<file path="src/rtl/linebuf_addr_ctrl_if.sv">
// Stream and SRAM-port bundle between the line-buffer controller and its neighbours.
interface linebuf_addr_ctrl_if #(
  parameter int DATA_W = 16,
  parameter int ADDR_W = 16
);
  logic [DATA_W-1:0] in_data;
  logic              in_valid;
  logic              in_ready;
  logic [DATA_W-1:0] out_data;
  logic              out_valid;
  logic [DATA_W-1:0] wdata;
  logic [ADDR_W-1:0] waddr;
  logic              wen_in;
  logic [ADDR_W-1:0] raddr;
  logic              ren_in;
  logic [DATA_W-1:0] rdata;

  modport master (
    output in_data, in_valid, rdata,
    input  in_ready, out_data, out_valid, wdata, waddr, wen_in, raddr, ren_in
  );

  modport slave (
    input  in_data, in_valid, rdata,
    output in_ready, out_data, out_valid, wdata, waddr, wen_in, raddr, ren_in
  );
endinterface

</file>
<file path="src/rtl/linebuf_addr_ctrl.sv">
// Circular-buffer address controller: writes the pixel stream into a dual-port SRAM and
// reads it back DELAY pixels later, draining the buffered words at the end of each frame.
module linebuf_addr_ctrl #(
  parameter int DATA_W       = 16,
  parameter int ADDR_W       = 16,
  parameter int DEPTH        = 8,
  parameter int DELAY        = 4,
  parameter int FRAME_PIXELS = 10
) (
  input  logic             clk,
  input  logic             rst_n,
  input  logic             flush_i,
  linebuf_addr_ctrl_if.slave bus
);
  localparam int PTR_W = (DEPTH > 1) ? $clog2(DEPTH) : 1;
  localparam int OCC_W = $clog2(DELAY + 1);
  localparam int PIX_W = (FRAME_PIXELS > 1) ? $clog2(FRAME_PIXELS) : 1;

  typedef enum logic [1:0] {
    ST_FILL   = 2'd0,
    ST_STEADY = 2'd1,
    ST_DRAIN  = 2'd2
  } state_e;

  state_e           state_q, state_d;
  logic [PTR_W-1:0] wptr_q, wptr_d;
  logic [PTR_W-1:0] rptr_q, rptr_d;
  logic [OCC_W-1:0] occ_q, occ_d;
  logic [PIX_W-1:0] pix_q, pix_d;
  logic             out_valid_q;

  logic in_ready_s;
  logic acc_s;
  logic ren_s;
  logic last_s;

  function automatic logic [PTR_W-1:0] ptr_inc(input logic [PTR_W-1:0] p);
    return (p == PTR_W'(DEPTH - 1)) ? {PTR_W{1'b0}} : p + PTR_W'(1);
  endfunction

  // Next-state and handshake decode
  always_comb begin
    in_ready_s = (state_q != ST_DRAIN);
    acc_s      = bus.in_valid & in_ready_s;
    last_s     = acc_s && (pix_q == PIX_W'(FRAME_PIXELS - 1));

    case (state_q)
      ST_STEADY: ren_s = acc_s;
      ST_DRAIN:  ren_s = (occ_q != {OCC_W{1'b0}});
      default:   ren_s = 1'b0;
    endcase

    if (acc_s) begin
      wptr_d = ptr_inc(wptr_q);
    end else begin
      wptr_d = wptr_q;
    end

    if (ren_s) begin
      rptr_d = ptr_inc(rptr_q);
    end else begin
      rptr_d = rptr_q;
    end

    if (acc_s && !ren_s) begin
      occ_d = occ_q + OCC_W'(1);
    end else if (!acc_s && ren_s) begin
      occ_d = occ_q - OCC_W'(1);
    end else begin
      occ_d = occ_q;
    end

    if (last_s) begin
      pix_d = {PIX_W{1'b0}};
    end else if (acc_s) begin
      pix_d = pix_q + PIX_W'(1);
    end else begin
      pix_d = pix_q;
    end

    // Frame end wins over the fill/steady decision made on the same pixel.
    state_d = state_q;
    if (last_s) begin
      state_d = ST_DRAIN;
    end else begin
      case (state_q)
        ST_FILL:   state_d = (occ_d == OCC_W'(DELAY)) ? ST_STEADY : ST_FILL;
        ST_STEADY: state_d = ST_STEADY;
        ST_DRAIN:  state_d = (occ_d == {OCC_W{1'b0}}) ? ST_FILL : ST_DRAIN;
        default:   state_d = ST_FILL;
      endcase
    end
  end

  // State, pointer and counter registers; flush clears like reset
  always_ff @(posedge clk or negedge rst_n) begin
    if (!rst_n) begin
      state_q     <= ST_FILL;
      wptr_q      <= {PTR_W{1'b0}};
      rptr_q      <= {PTR_W{1'b0}};
      occ_q       <= {OCC_W{1'b0}};
      pix_q       <= {PIX_W{1'b0}};
      out_valid_q <= 1'b0;
    end else if (flush_i) begin
      state_q     <= ST_FILL;
      wptr_q      <= {PTR_W{1'b0}};
      rptr_q      <= {PTR_W{1'b0}};
      occ_q       <= {OCC_W{1'b0}};
      pix_q       <= {PIX_W{1'b0}};
      out_valid_q <= 1'b0;
    end else begin
      state_q     <= state_d;
      wptr_q      <= wptr_d;
      rptr_q      <= rptr_d;
      occ_q       <= occ_d;
      pix_q       <= pix_d;
      out_valid_q <= ren_s;
    end
  end

  assign bus.in_ready  = in_ready_s;
  assign bus.wen_in    = acc_s;
  assign bus.waddr     = ADDR_W'(wptr_q);
  assign bus.wdata     = bus.in_data;
  assign bus.ren_in    = ren_s;
  assign bus.raddr     = ADDR_W'(rptr_q);
  assign bus.out_valid = out_valid_q;
  assign bus.out_data  = bus.rdata;
endmodule

</file>
<file path="src/flat_wrapper.sv">
// flat-port wrapper written by rule: the top's interface ports become plain ports
module linebuf_addr_ctrl_flat 
#(
  parameter int DATA_W       = 16,
  parameter int ADDR_W       = 16,
  parameter int DEPTH        = 8,
  parameter int DELAY        = 4,
  parameter int FRAME_PIXELS = 10
)
  (clk, rst_n, flush_i, bus_in_data, bus_in_valid, bus_rdata, bus_in_ready, bus_out_data, bus_out_valid, bus_wdata, bus_waddr, bus_wen_in, bus_raddr, bus_ren_in);
  linebuf_addr_ctrl_if #(.DATA_W(DATA_W), .ADDR_W(ADDR_W)) bus_i ();
  input  logic clk;
  input  logic rst_n;
  input  logic flush_i;
  input wire logic [$bits(bus_i.in_data)-1:0] bus_in_data;
  input wire logic [$bits(bus_i.in_valid)-1:0] bus_in_valid;
  input wire logic [$bits(bus_i.rdata)-1:0] bus_rdata;
  output wire logic [$bits(bus_i.in_ready)-1:0] bus_in_ready;
  output wire logic [$bits(bus_i.out_data)-1:0] bus_out_data;
  output wire logic [$bits(bus_i.out_valid)-1:0] bus_out_valid;
  output wire logic [$bits(bus_i.wdata)-1:0] bus_wdata;
  output wire logic [$bits(bus_i.waddr)-1:0] bus_waddr;
  output wire logic [$bits(bus_i.wen_in)-1:0] bus_wen_in;
  output wire logic [$bits(bus_i.raddr)-1:0] bus_raddr;
  output wire logic [$bits(bus_i.ren_in)-1:0] bus_ren_in;
  assign bus_i.in_data = bus_in_data;
  assign bus_i.in_valid = bus_in_valid;
  assign bus_i.rdata = bus_rdata;
  assign bus_in_ready = bus_i.in_ready;
  assign bus_out_data = bus_i.out_data;
  assign bus_out_valid = bus_i.out_valid;
  assign bus_wdata = bus_i.wdata;
  assign bus_waddr = bus_i.waddr;
  assign bus_wen_in = bus_i.wen_in;
  assign bus_raddr = bus_i.raddr;
  assign bus_ren_in = bus_i.ren_in;
  linebuf_addr_ctrl #(.DATA_W(DATA_W), .ADDR_W(ADDR_W), .DEPTH(DEPTH), .DELAY(DELAY), .FRAME_PIXELS(FRAME_PIXELS)) u_core (.clk(clk), .rst_n(rst_n), .flush_i(flush_i), .bus(bus_i));
endmodule
</file>
<file path="config.mk">
export PLATFORM = sky130hd
export DESIGN_NAME = linebuf_addr_ctrl_flat
export DESIGN_NICKNAME = d
export VERILOG_FILES = /design/src/rtl/linebuf_addr_ctrl_if.sv /design/src/rtl/linebuf_addr_ctrl.sv /design/src/flat_wrapper.sv
export SDC_FILE = /design/constraint.sdc
export NUM_CORES = 1
export LEC_CHECK = 0
export BUFFER_PORTS_ARGS = -buffer_cell sky130_fd_sc_hd__buf_4
export CORE_UTILIZATION = 42
export CTS_BUF_LIST = sky130_fd_sc_hd__clkbuf_4 sky130_fd_sc_hd__clkbuf_8
export CTS_CLUSTER_SIZE = 16
export DETAILED_ROUTE_END_ITERATION = 12
export PLACE_DENSITY = 0.91
export SYNTH_ARGS = -nofsm -noshare
export SYNTH_HDL_FRONTEND = slang
export SYNTH_SLANG_ARGS = --single-unit
export TNS_END_PERCENT = 50
</file>
<file path="constraint.sdc">
create_clock -name clk -period 2.2 [get_ports clk]
set_input_delay 0.33 -clock clk [delete_from_list [all_inputs] [get_ports clk]]
set_output_delay 0.33 -clock clk [all_outputs]
set_load 0.005 [all_outputs]
</file>
==> metrics.log <==
[metrics] maximum clock frequency: about 480 MHz
[metrics] start of the worst register-to-register path: u_core.state_q[1]$_DFF_PN0_
[metrics] clock transition at the registers of the reported paths: 100 ps
[metrics] hold-critical path depth: 2
[metrics] vias in the first global route: around 750
[metrics] mean routed wirelength per cell: 10.9 um
[metrics] share of async-settable or async-resettable flops after synthesis: 100%
[metrics] clock period minus worst slack: 2090 ps
[metrics] pin count of the biggest net entering global routing: 17
[metrics] Distinct cells, synth: 35
[metrics] overall die height: 59.9 um
[metrics] clock buffers created by TritonCTS: 3
[metrics] area after detailed placement: ~1200 um^2
[metrics] Post-CTS Setup Bufs: 0
[metrics] final standard cell area without fillers: 1280 um^2
[metrics] cell-by-cell listing of the critical path: inv_2 > ha_4 > nand2b_2 > inv_2 > a22o_1 > nand2_2 > inv_1 > buf_4
[metrics] final-layout worst hold slack: 322 ps
[metrics] number of cells traversed by the worst register-to-register path: 7
[metrics] category of the most critical setup path: flop to output port
[metrics] Setup violations, final: 0
[metrics] number of ports placed on the die boundary: 104
[metrics] row count: 20
[metrics] stage delay of the slowest cell on the critical path: 430 ps
[metrics] part of the cycle the worst path needs: a little over nine tenths
[metrics] Pleak: 0.653 nW
[metrics] average size of a mapped cell: 8.59 um^2
[metrics] cell total after placement: 187
[metrics] Clk Tree Root Cell: sky130_fd_sc_hd__clkbuf_4
[metrics] Post-synth EDFFs: 0
[metrics] worst skew pair latency: about 290 ps
[metrics] number of warnings reported in the yosys synthesis log: 0
[metrics] sink count of the clock tree: 16
[metrics] required time worst endpoint: 1870 ps
[metrics] number of buffer cells added on primary ports: 13
[metrics] number of inserted filler cells in the final layout: around 320
[metrics] setup repair after global routing missed its margin: no
[metrics] ANT cells: 0
[metrics] power consumption: 0.612 mW
[metrics] Routed Wire Length: roughly 2.1 mm
[metrics] setup TNS: 0 ps
[metrics] post-synthesis cell count: 164
[metrics] CTS H-tree depth: 1
[metrics] Chip Width: 59.9 um
[metrics] commonest cells after routing, fill and taps aside: 26 x sky130_fd_sc_hd__conb_1, 16 x sky130_fd_sc_hd__dfrtp_1, 15 x sky130_fd_sc_hd__buf_4
[metrics] R2R Path End: u_core.state_q[1]$_DFF_PN0_
[metrics] most common flop cell mapped by yosys: sky130_fd_sc_hd__dfrtp_1
[metrics] #FFs+latches synth: 16
[metrics] number of antenna violations at the first check in global routing: 0
[metrics] full die area: 3590 um^2
[metrics] worst-case register-to-register setup slack: 310 ps
[metrics] maximum vdd drop: 0.184 mV
[metrics] via total after detailed routing: 862
[metrics] Hold Crit Class: input port to flop
[metrics] final cell count without fillers: 192
[metrics] Crit-path slowest cell: sky130_fd_sc_hd__dfrtp_1
[metrics] Detailed Place HPWL: 1.58 mm
[metrics] Worst Hold Path EP: u_core.pix_q[2]$_DFFE_PN0P_
[metrics] startpoint kind of the worst setup timing path: flop
[metrics] global-route wire length before repair: about 3.4 mm
[metrics] count of routing violations after the opening detailed-route iteration: 15
[metrics] power density of the placed cells: 478 nW/um^2
[metrics] core box area: 3130 um^2
[metrics] number of pins with negative max-slew slack in the final report: 0
[metrics] Final #Nets: 197
[metrics] DRC violation count after routing: 0
[metrics] arrival time at the worst endpoint: 1760 ps
[metrics] max-cap check violation count: 0
[metrics] area added between synthesis and finish: -9.15%
[metrics] layout cells sized above 1: 16.9%
[metrics] most common cell after layout, fill and taps aside: sky130_fd_sc_hd__conb_1
[metrics] final worst clock skew: approximately 2.2 ps
[metrics] routability congestion estimate: 0.884
[metrics] cell family with most CP delay: flip-flops
[metrics] Seq/Total Area, Yosys: 28.4%
[metrics] maximum buffer depth of the clock tree: 2
[metrics] via density per instance: 4.49
[metrics] maximum fanout along the worst path: 6
[metrics] Worst Hold Launch: flush_i
[metrics] TritonCTS clock tree: built
[metrics] number of buffers and inverters on the critical path: 4
[metrics] number of endpoints with negative hold slack in the final report: 0
[metrics] result of the run: completed
[metrics] summed instance area of the synthesized netlist: 1410 um^2
[metrics] post-route ant nets: 0
[metrics] Critical Path End Type: output port
[metrics] global router's overall resource usage: 12.7%
[metrics] most frequent CP cell: sky130_fd_sc_hd__inv_2
[metrics] total congestion overflow: 0
[metrics] 1st-pass router iterations: 4
[metrics] Initial Utilization: 45.0%
[how the worst max path moves through the flow]
stage                                      startpoint                          end  slack (ps)  cells past startpoint
after CTS                 u_core.state_q[0]$_DFF_PN0_                   bus_ren_in          30                      8
after global placement    u_core.state_q[0]$_DFF_PN0_  u_core.state_q[0]$_DFF_PN0_         360                      8
after global routing      u_core.state_q[0]$_DFF_PN0_                   bus_ren_in           2                      8
after floorplan           u_core.state_q[0]$_DFF_PN0_  u_core.state_q[1]$_DFF_PN0_         490                      7
final                     u_core.state_q[0]$_DFF_PN0_                   bus_ren_in         110                      8
after detailed placement  u_core.state_q[0]$_DFF_PN0_                   bus_ren_in         330                      8
[metal layers]
metal	part of all wire (%)	vias up	global-route usage, %
met2	47	40	20.5
li1	-	424	-
met5	0	-	0
met1	44	398	15.8
met4	0	0	4.32
met3	8.3	0	4.11
[state kept, by name, summed over array words and instances (netlist names)]
register and flops:
u_core.pix_q 4, u_core.wptr_q 3, u_core.rptr_q 3, u_core.bus.out_valid 1, u_core.state_q 2, u_core.occ_q 3
[worst reg2reg max path: stages (launching register included)]
cell	delay [ps]
sky130_fd_sc_hd__dfrtp_1	420
sky130_fd_sc_hd__inv_1	100
sky130_fd_sc_hd__ha_1	400
sky130_fd_sc_hd__nand2_1	130
sky130_fd_sc_hd__a32o_1	250
sky130_fd_sc_hd__o311ai_2	230
sky130_fd_sc_hd__nor2b_1	160
sky130_fd_sc_hd__a21oi_1	70
[what timing repair did]
item                       4_1_cts  5_1_grt
gates resized for setup          1        2
pin swaps                        0        0
hold endpoints to repair        16        0
gates cloned                     0        0
setup endpoints to repair        1        1
hold buffers                     1        0
[logic make-up after synthesis]
logic type,share of synthesized area [%]
buf+inv,34.0
xor+xnor,2.49
other cells,0.266
flops,28.4
fa+ha+maj,10.7
compound gates,9.24
simple gates,14.9
[final cells by class]
| cell class | instances | area (um^2) | area share (%) |
|---|---|---|---|
| Inverter | 8 | 30.0 | 2.35 |
| Timing Repair Buffer | 16 | 123 | 9.58 |
| Clock buffer | 4 | 36.3 | 2.83 |
| Sequential cell | 16 | 400 | 31.3 |
| Multi-Input combinational cell | 104 | 636 | 49.7 |
| Tap cell | 44 | 55.1 | 4.30 |
[synthesized netlist by cell type (2+ instances only)]
cell	count	share of area (%)
sky130_fd_sc_hd__nand4b_1	2	1.2
sky130_fd_sc_hd__buf_2	2	0.71
sky130_fd_sc_hd__buf_4	58	31
sky130_fd_sc_hd__a21oi_1	8	2.8
sky130_fd_sc_hd__nand3_1	3	1.1
sky130_fd_sc_hd__nand4_1	2	0.89
sky130_fd_sc_hd__xor2_1	3	1.9
sky130_fd_sc_hd__nand2_1	11	2.9
sky130_fd_sc_hd__nor3_1	5	1.8
sky130_fd_sc_hd__dfrtp_1	16	28
sky130_fd_sc_hd__ha_1	12	11
sky130_fd_sc_hd__inv_1	7	1.9
sky130_fd_sc_hd__nor2_1	13	3.5
[where the power goes]
part | leakage [nW] | total (mW) | switching, mW | internal [mW]
sequential | 0.219 | 0.315 | 0.0121 | 0.303
clock | 0.0210 | 0.201 | 0.100 | 0.101
combinational | 0.412 | 0.0953 | 0.0574 | 0.0380
[per-stage QoR]
stage               setup WS (ps)  util [%]
detailed placement            332      39.0
floorplan                     493         -
finish                        106      40.9
global route                 2.11      40.9
global placement              365      39.0
CTS                          25.5      40.6
Note: power is estimated with default switching activity, not from simulation.
